### src/rtl/fetch_stage.sv
// ---------------------------------------------------------------------------
// fetch_stage
//   Instruction-fetch stage in front of a combinational instruction ROM.
//   Owns the program counter and presents pc[10:0] as the ROM byte address.
//   It registers the returned word into the IF/ID register together with its
//   PC, PC+4 and a valid bit. Later stages can stall the stage, flush it, or
//   redirect it. A misaligned or out-of-range fetch enters a sticky fault
//   state that only reset clears.
//
// Ports
//   i_clk          clock, rising edge
//   i_rst_n        synchronous active-low reset
//   i_stall        hold PC and IF/ID
//   i_flush        load a bubble into IF/ID
//   i_redirect     taken branch/jump, PC <= i_redirect_pc
//   i_redirect_pc  redirect target byte address
//   o_imem_addr    ROM byte address (pc[10:0])
//   i_imem_data    ROM word for o_imem_addr, same cycle
//   o_inst         IF/ID instruction
//   o_pc           IF/ID PC of o_inst
//   o_pc4          IF/ID PC + 4
//   o_valid        IF/ID holds a real instruction
//   o_fault        sticky fetch fault
//   o_fault_pc     address that caused the fault
//   o_fetch_cnt    number of valid instructions latched
// ---------------------------------------------------------------------------
module fetch_stage #(
  parameter logic [31:0] RESET_PC   = 32'h0000_0000,
  parameter int          IMEM_BYTES = 2048,
  parameter logic [31:0] NOP_INST   = 32'h0000_0013
) (
  input  logic        i_clk,
  input  logic        i_rst_n,
  input  logic        i_stall,
  input  logic        i_flush,
  input  logic        i_redirect,
  input  logic [31:0] i_redirect_pc,
  output logic [10:0] o_imem_addr,
  input  logic [31:0] i_imem_data,
  output logic [31:0] o_inst,
  output logic [31:0] o_pc,
  output logic [31:0] o_pc4,
  output logic        o_valid,
  output logic        o_fault,
  output logic [31:0] o_fault_pc,
  output logic [31:0] o_fetch_cnt
);

  // Highest byte address at which a whole word can still be fetched.
  localparam logic [31:0] LAST_ADDR = 32'(IMEM_BYTES - 4);

  typedef enum logic [1:0] {
    ST_BOOT  = 2'd0,
    ST_RUN   = 2'd1,
    ST_FAULT = 2'd2
  } state_t;

  state_t      state_q,     state_d;
  logic [31:0] pc_q,        pc_d;
  logic [31:0] inst_q,      inst_d;
  logic [31:0] if_pc_q,     if_pc_d;
  logic [31:0] if_pc4_q,    if_pc4_d;
  logic        valid_q,     valid_d;
  logic [31:0] fault_pc_q,  fault_pc_d;
  logic [31:0] fetch_cnt_q, fetch_cnt_d;

  logic [31:0] pc_plus4;

  // A fetch address is illegal if it is not word aligned or if the word
  // would extend past the end of the ROM.
  function automatic logic bad_addr(input logic [31:0] a);
    return (a[1:0] != 2'b00) || (a > LAST_ADDR);
  endfunction

  assign pc_plus4 = pc_q + 32'd4;

  always_comb begin
    state_d     = state_q;
    pc_d        = pc_q;
    inst_d      = inst_q;
    if_pc_d     = if_pc_q;
    if_pc4_d    = if_pc4_q;
    valid_d     = valid_q;
    fault_pc_d  = fault_pc_q;
    fetch_cnt_d = fetch_cnt_q;

    unique case (state_q)
      ST_BOOT: begin
        // The ROM sees RESET_PC this cycle; its word is latched on the next
        // edge in RUN, so IF/ID remains a bubble here.
        state_d = ST_RUN;
        inst_d  = NOP_INST;
        valid_d = 1'b0;
      end

      ST_RUN: begin
        if (i_redirect) begin
          // The word currently fetched is on the wrong path, so it is
          // dropped regardless of stall or flush.
          inst_d  = NOP_INST;
          valid_d = 1'b0;
          if (bad_addr(i_redirect_pc)) begin
            state_d    = ST_FAULT;
            fault_pc_d = i_redirect_pc;
          end else begin
            pc_d = i_redirect_pc;
          end
        end else if (i_flush) begin
          inst_d  = NOP_INST;
          valid_d = 1'b0;
          if (!i_stall) begin
            pc_d = pc_plus4;
          end
        end else if (i_stall) begin
          // Everything holds; the defaults already do that.
        end else if (pc_q > LAST_ADDR) begin
          state_d    = ST_FAULT;
          fault_pc_d = pc_q;
          inst_d     = NOP_INST;
          valid_d    = 1'b0;
        end else begin
          inst_d      = i_imem_data;
          if_pc_d     = pc_q;
          if_pc4_d    = pc_plus4;
          valid_d     = 1'b1;
          pc_d        = pc_plus4;
          fetch_cnt_d = fetch_cnt_q + 32'd1;
        end
      end

      ST_FAULT: begin
        // Absorbing: IF/ID was set to a bubble on entry and nothing moves.
        inst_d  = NOP_INST;
        valid_d = 1'b0;
      end

      default: begin
        state_d = ST_FAULT;
        inst_d  = NOP_INST;
        valid_d = 1'b0;
      end
    endcase
  end

  always_ff @(posedge i_clk) begin
    if (!i_rst_n) begin
      state_q     <= ST_BOOT;
      pc_q        <= RESET_PC;
      inst_q      <= NOP_INST;
      if_pc_q     <= 32'd0;
      if_pc4_q    <= 32'd0;
      valid_q     <= 1'b0;
      fault_pc_q  <= 32'd0;
      fetch_cnt_q <= 32'd0;
    end else begin
      state_q     <= state_d;
      pc_q        <= pc_d;
      inst_q      <= inst_d;
      if_pc_q     <= if_pc_d;
      if_pc4_q    <= if_pc4_d;
      valid_q     <= valid_d;
      fault_pc_q  <= fault_pc_d;
      fetch_cnt_q <= fetch_cnt_d;
    end
  end

  // The ROM address comes from the PC register only, so no input reaches
  // o_imem_addr combinationally.
  assign o_imem_addr = pc_q[10:0];
  assign o_inst      = inst_q;
  assign o_pc        = if_pc_q;
  assign o_pc4       = if_pc4_q;
  assign o_valid     = valid_q;
  assign o_fault     = (state_q == ST_FAULT);
  assign o_fault_pc  = fault_pc_q;
  assign o_fetch_cnt = fetch_cnt_q;

endmodule

### config.mk
export PLATFORM = sky130hd
export DESIGN_NAME = fetch_stage
export DESIGN_NICKNAME = d
export VERILOG_FILES = /design/src/rtl/fetch_stage.sv
export SDC_FILE = /design/constraint.sdc
export NUM_CORES = 1
export LEC_CHECK = 0
export BUFFER_PORTS_ARGS = -buffer_cell sky130_fd_sc_hd__buf_2
export CELL_PAD_IN_SITES_DETAIL_PLACEMENT = 1
export CELL_PAD_IN_SITES_GLOBAL_PLACEMENT = 1
export CORE_MARGIN = 4
export CORE_UTILIZATION = 41
export CTS_CLUSTER_SIZE = 12
export DETAILED_ROUTE_END_ITERATION = 7
export MAX_ROUTING_LAYER = met4
export PLACE_DENSITY = 0.95
export SYNTH_ARGS = -nofsm -noshare
export SYNTH_HDL_FRONTEND = slang
export SYNTH_SLANG_ARGS = --single-unit
### constraint.sdc
create_clock -name i_clk -period 4.08 [get_ports i_clk]
set_input_delay 0.204 -clock i_clk [delete_from_list [all_inputs] [get_ports i_clk]]
set_output_delay 0.204 -clock i_clk [all_outputs]
set_load 0.02 [all_outputs]
==> impl_metrics.tcl <==
set metrics [dict create \
    tightest_slew_ns 1.15 \
    ys_seq_area_share_pct 47.6 \
    rrSetupSlack_ns 1.03 \
    seqCellArea_um2 3860 \
    r2r-end "pc_q[11]" \
    fmax_ghz 0.328 \
    dieWidth_um 149 \
    antenna_found_initial 1 \
    syn_nets 1016 \
    r2r_start "pc_q[24]" \
    hold_viol 0 \
    worstRegToRegCells 6 \
    power.internal_uw 3010 \
    synth_async_sr_flop_share_pct 0 \
    yosysTopAreaCell "dfxtp_1" \
    synth_area_um2 8120 \
    start_util_pct 41.7 \
    core_area_um2 19500 \
    drc 0 \
    nNetsFinal 1196 \
    fillers 2322 \
    endpoint "pc_q[11]" \
    vias 7986 \
    cts_resized 0 \
    numClockSinks 193 \
    drt.antenna.violating_nets 0 \
    ys.warnings.count 0 \
    grt_pass1_vias 8165 \
    p_per_area_nw_per_um2 415 \
    relSlewSlack_pct 23.3 \
    hold_buffers 0 \
    track_usage_pct 24.9 \
    rsz0062_at_grt "false" \
    p_comb_share_pct 9.9 \
    clk_path_buf_depth 2 \
    seqPwrFrac_pct 47.1 \
    rows 51 \
    numCtsBuffers 17 \
    die_y_um 149 \
    ir_drop_v 0.000348 \
    synth_area_leaders "dfxtp_1, nand2_1, nor2_1, a21oi_1, and3_1" \
    ys_types 45 \
    cts_setup_buffers 0 \
    dp_hpwl_um 19500 \
    critPathLaunch "pc_q[24]" \
    finalSetupViolCount 0 \
    gp_congestion 0.847 \
    drt_iter0_drc 480 \
    multi_input_area_um2 3870 \
    io_pins 242 \
    grt_overflow 0 \
    end_kind "flop" \
    power_leakage_uw 0.00428 \
    startpoint_type "flop" \
    maxSlewViolCount 0 \
    fin_crit_sh_pct 74.7 \
    yosys.cell_count.top_type "dfxtp_1" \
    postSynthAreaPerCell_um2 8.60 \
    critPathKind "reg2reg" \
    drt_wl_total_um 27300 \
    via_per_inst 5.69 \
    cts.reportedPaths.clkPinSlew_ns 0.08 \
    switchingPower_uw 1150 \
    final.setup.tns_ns 0 \
    cp.required_ns 4.44 \
    fin_crit_ns 3.05 \
    ys.flop_type "dfxtp_1" \
    io_buffers 241 \
    finalClockSkew_ns 0.0121 \
    tritoncts "done" \
    yosysTopAreaCellShare_pct 47.6 \
    synth_edf_count 0 \
    grt_max_degree 92 \
    synth_cells 945 \
    grt_pass1_wl_um 43300 \
    p_clk_share_pct 43.0 \
    cts_root_buffer "clkbuf_16" \
    dr.pass1.iters 5 \
    worstSkewPairLatency_ns 0.44 \
    die_area_um2 22100 \
    ys_top_cells_by_count "dfxtp_1, nand2_1, nor2_1" \
    place_area_um2 9390 \
    sw_frac_of_total_pct 27.7 \
    syn2layout_area_growth_pct 23.5 \
    htree_levels 4 \
    status "finished, final reports clean" \
    crit_fanout 9 \
    arrival_ns 3.41 \
    drv_cap 0 \
    synth_seq_cells 193 \
    hold_path.class "in2reg" \
    routedWlPerCell_um 19.5 \
    postLayoutCellArea_um2 10000 \
    drive_above_1_share_pct 26.2 \
]
-- cell families (layout without fill, tap and decap cells) --
group,count (synthesis),in the layout,synth area share [%]
AND/OR/NAND/NOR,403,403,25.4
AO/OA/AOI/OAI,193,193,15.1
flip-flops,193,193,47.6
buffers and inverters,98,291,5.25
XOR/XNOR,31,31,3.34
multiplexers,25,25,3.08
adder cells (fa/ha/maj),2,2,0.308
other,0,1,0
-- critical path, cell delays in order (launching register included) --
cell     delay, ns
dfxtp_1       0.39
nor4_1        0.41
nand4_1       0.36
o21ai_0       0.56
nand3_1       0.40
or4b_2        0.72
a21oi_1       0.13
-- sequential cells by signal, summed over array words and instances (netlist names) --
register / cells
o_inst: 32
o_valid: 1
o_fetch_cnt: 32
pc_q: 32
o_pc: 32
state_q: 2
o_pc4: 30
o_fault_pc: 32
-- metal layers --
metal	wire length, um	track usage [%]	vias to the layer above	part of all wire, %
met5	0	-	-	0
met3	2040	6.35	73	7.5
met2	13100	40.4	341	48
li1	-	-	3726	-
met1	11300	30.1	3846	41
met4	850	8.88	0	3.1
-- power by group through the flow --
stage	Clock [uW]	Combinational (uW)	Sequential (uW)
5_1_grt	1920	451	1970
3_5_place_dp	0	410	2000
3_3_place_gp	0	398	2000
4_1_cts	1820	413	1960
2_1_floorplan	0	227	2030
6_report	1790	414	1960
-- per-stage QoR --
| stage | hold slack (ns) | setup WS (ns) | total power [uW] | instances | utilization [%] |
|---|---|---|---|---|---|
| after floorplan | 0.368 | 1.49 | 2260 | 945 | - |
| after global placement | 0.442 | 1.31 | 2400 | 1371 | 48.3 |
| after detailed placement | 0.452 | 1.17 | 2410 | 1371 | 48.3 |
| after CTS | 0.0148 | 1.12 | 4200 | 1403 | 51.5 |
| after global routing | 0.0157 | 0.870 | 4340 | 1404 | 51.6 |
| final | 0.0291 | 1.03 | 4170 | 1404 | 51.6 |
-- final cells by class --
type / instances / area share, %
inverters: 6 / 0.224
repair buffers: 253 / 13.0
well taps: 265 / 3.30
multi-input cells: 654 / 38.5
clock buffers: 17 / 4.24
diodes: 1 / 0.0249
flip-flops and latches: 193 / 38.5
clock inverters: 15 / 2.13
-- worst min path at each step --
stage	start	end	slack, ns	cells past startpoint
2_1_floorplan	i_imem_data[10]	o_inst[10]	0.37	2
3_3_place_gp	o_pc4[3]	o_pc4[3]	0.44	2
3_5_place_dp	o_pc[4]	o_pc[4]	0.45	2
4_1_cts	i_imem_data[17]	o_inst[17]	0.01	3
5_1_grt	i_imem_data[17]	o_inst[17]	0.02	3
6_report	i_imem_data[11]	o_inst[11]	0.03	3
-- placed cells by master (no fill, tap or decap), types with 2 or more instances in the layout --
| cell type | synthesis | final |
|---|---|---|
| a211oi_1 | 30 | 30 |
| a21oi_1 | 65 | 65 |
| a311oi_1 | 9 | 9 |
| a31oi_1 | 8 | 8 |
| a32o_1 | 7 | 7 |
| and2_1 | 7 | 7 |
| and3_1 | 50 | 50 |
| and4_1 | 7 | 7 |
| buf_2 | 2 | 241 |
| buf_4 | 13 | 11 |
| bufinv_16 | 0 | 2 |
| clkbuf_16 | 0 | 17 |
| clkinv_8 | 0 | 4 |
| dfxtp_1 | 193 | 193 |
| ha_1 | 2 | 2 |
| inv_1 | 6 | 5 |
| inv_6 | 0 | 5 |
| inv_8 | 0 | 4 |
| mux2i_1 | 25 | 25 |
| nand2_1 | 103 | 103 |
| nand2b_1 | 4 | 4 |
| nand3_1 | 25 | 25 |
| nand3b_1 | 29 | 29 |
| nand4_1 | 26 | 26 |
| nor2_1 | 94 | 94 |
| nor2b_1 | 6 | 6 |
| nor3_1 | 10 | 9 |
| nor4_1 | 15 | 15 |
| o211ai_1 | 4 | 4 |
| o21ai_0 | 39 | 39 |
| o311a_1 | 2 | 2 |
| o31ai_1 | 19 | 19 |
| o41ai_1 | 3 | 3 |
| or2_2 | 6 | 6 |
| or3_1 | 12 | 12 |
| or4_1 | 5 | 5 |
| xnor2_1 | 11 | 11 |
| xor2_1 | 20 | 20 |
No activity file was read; power rests on OpenSTA's default activity.
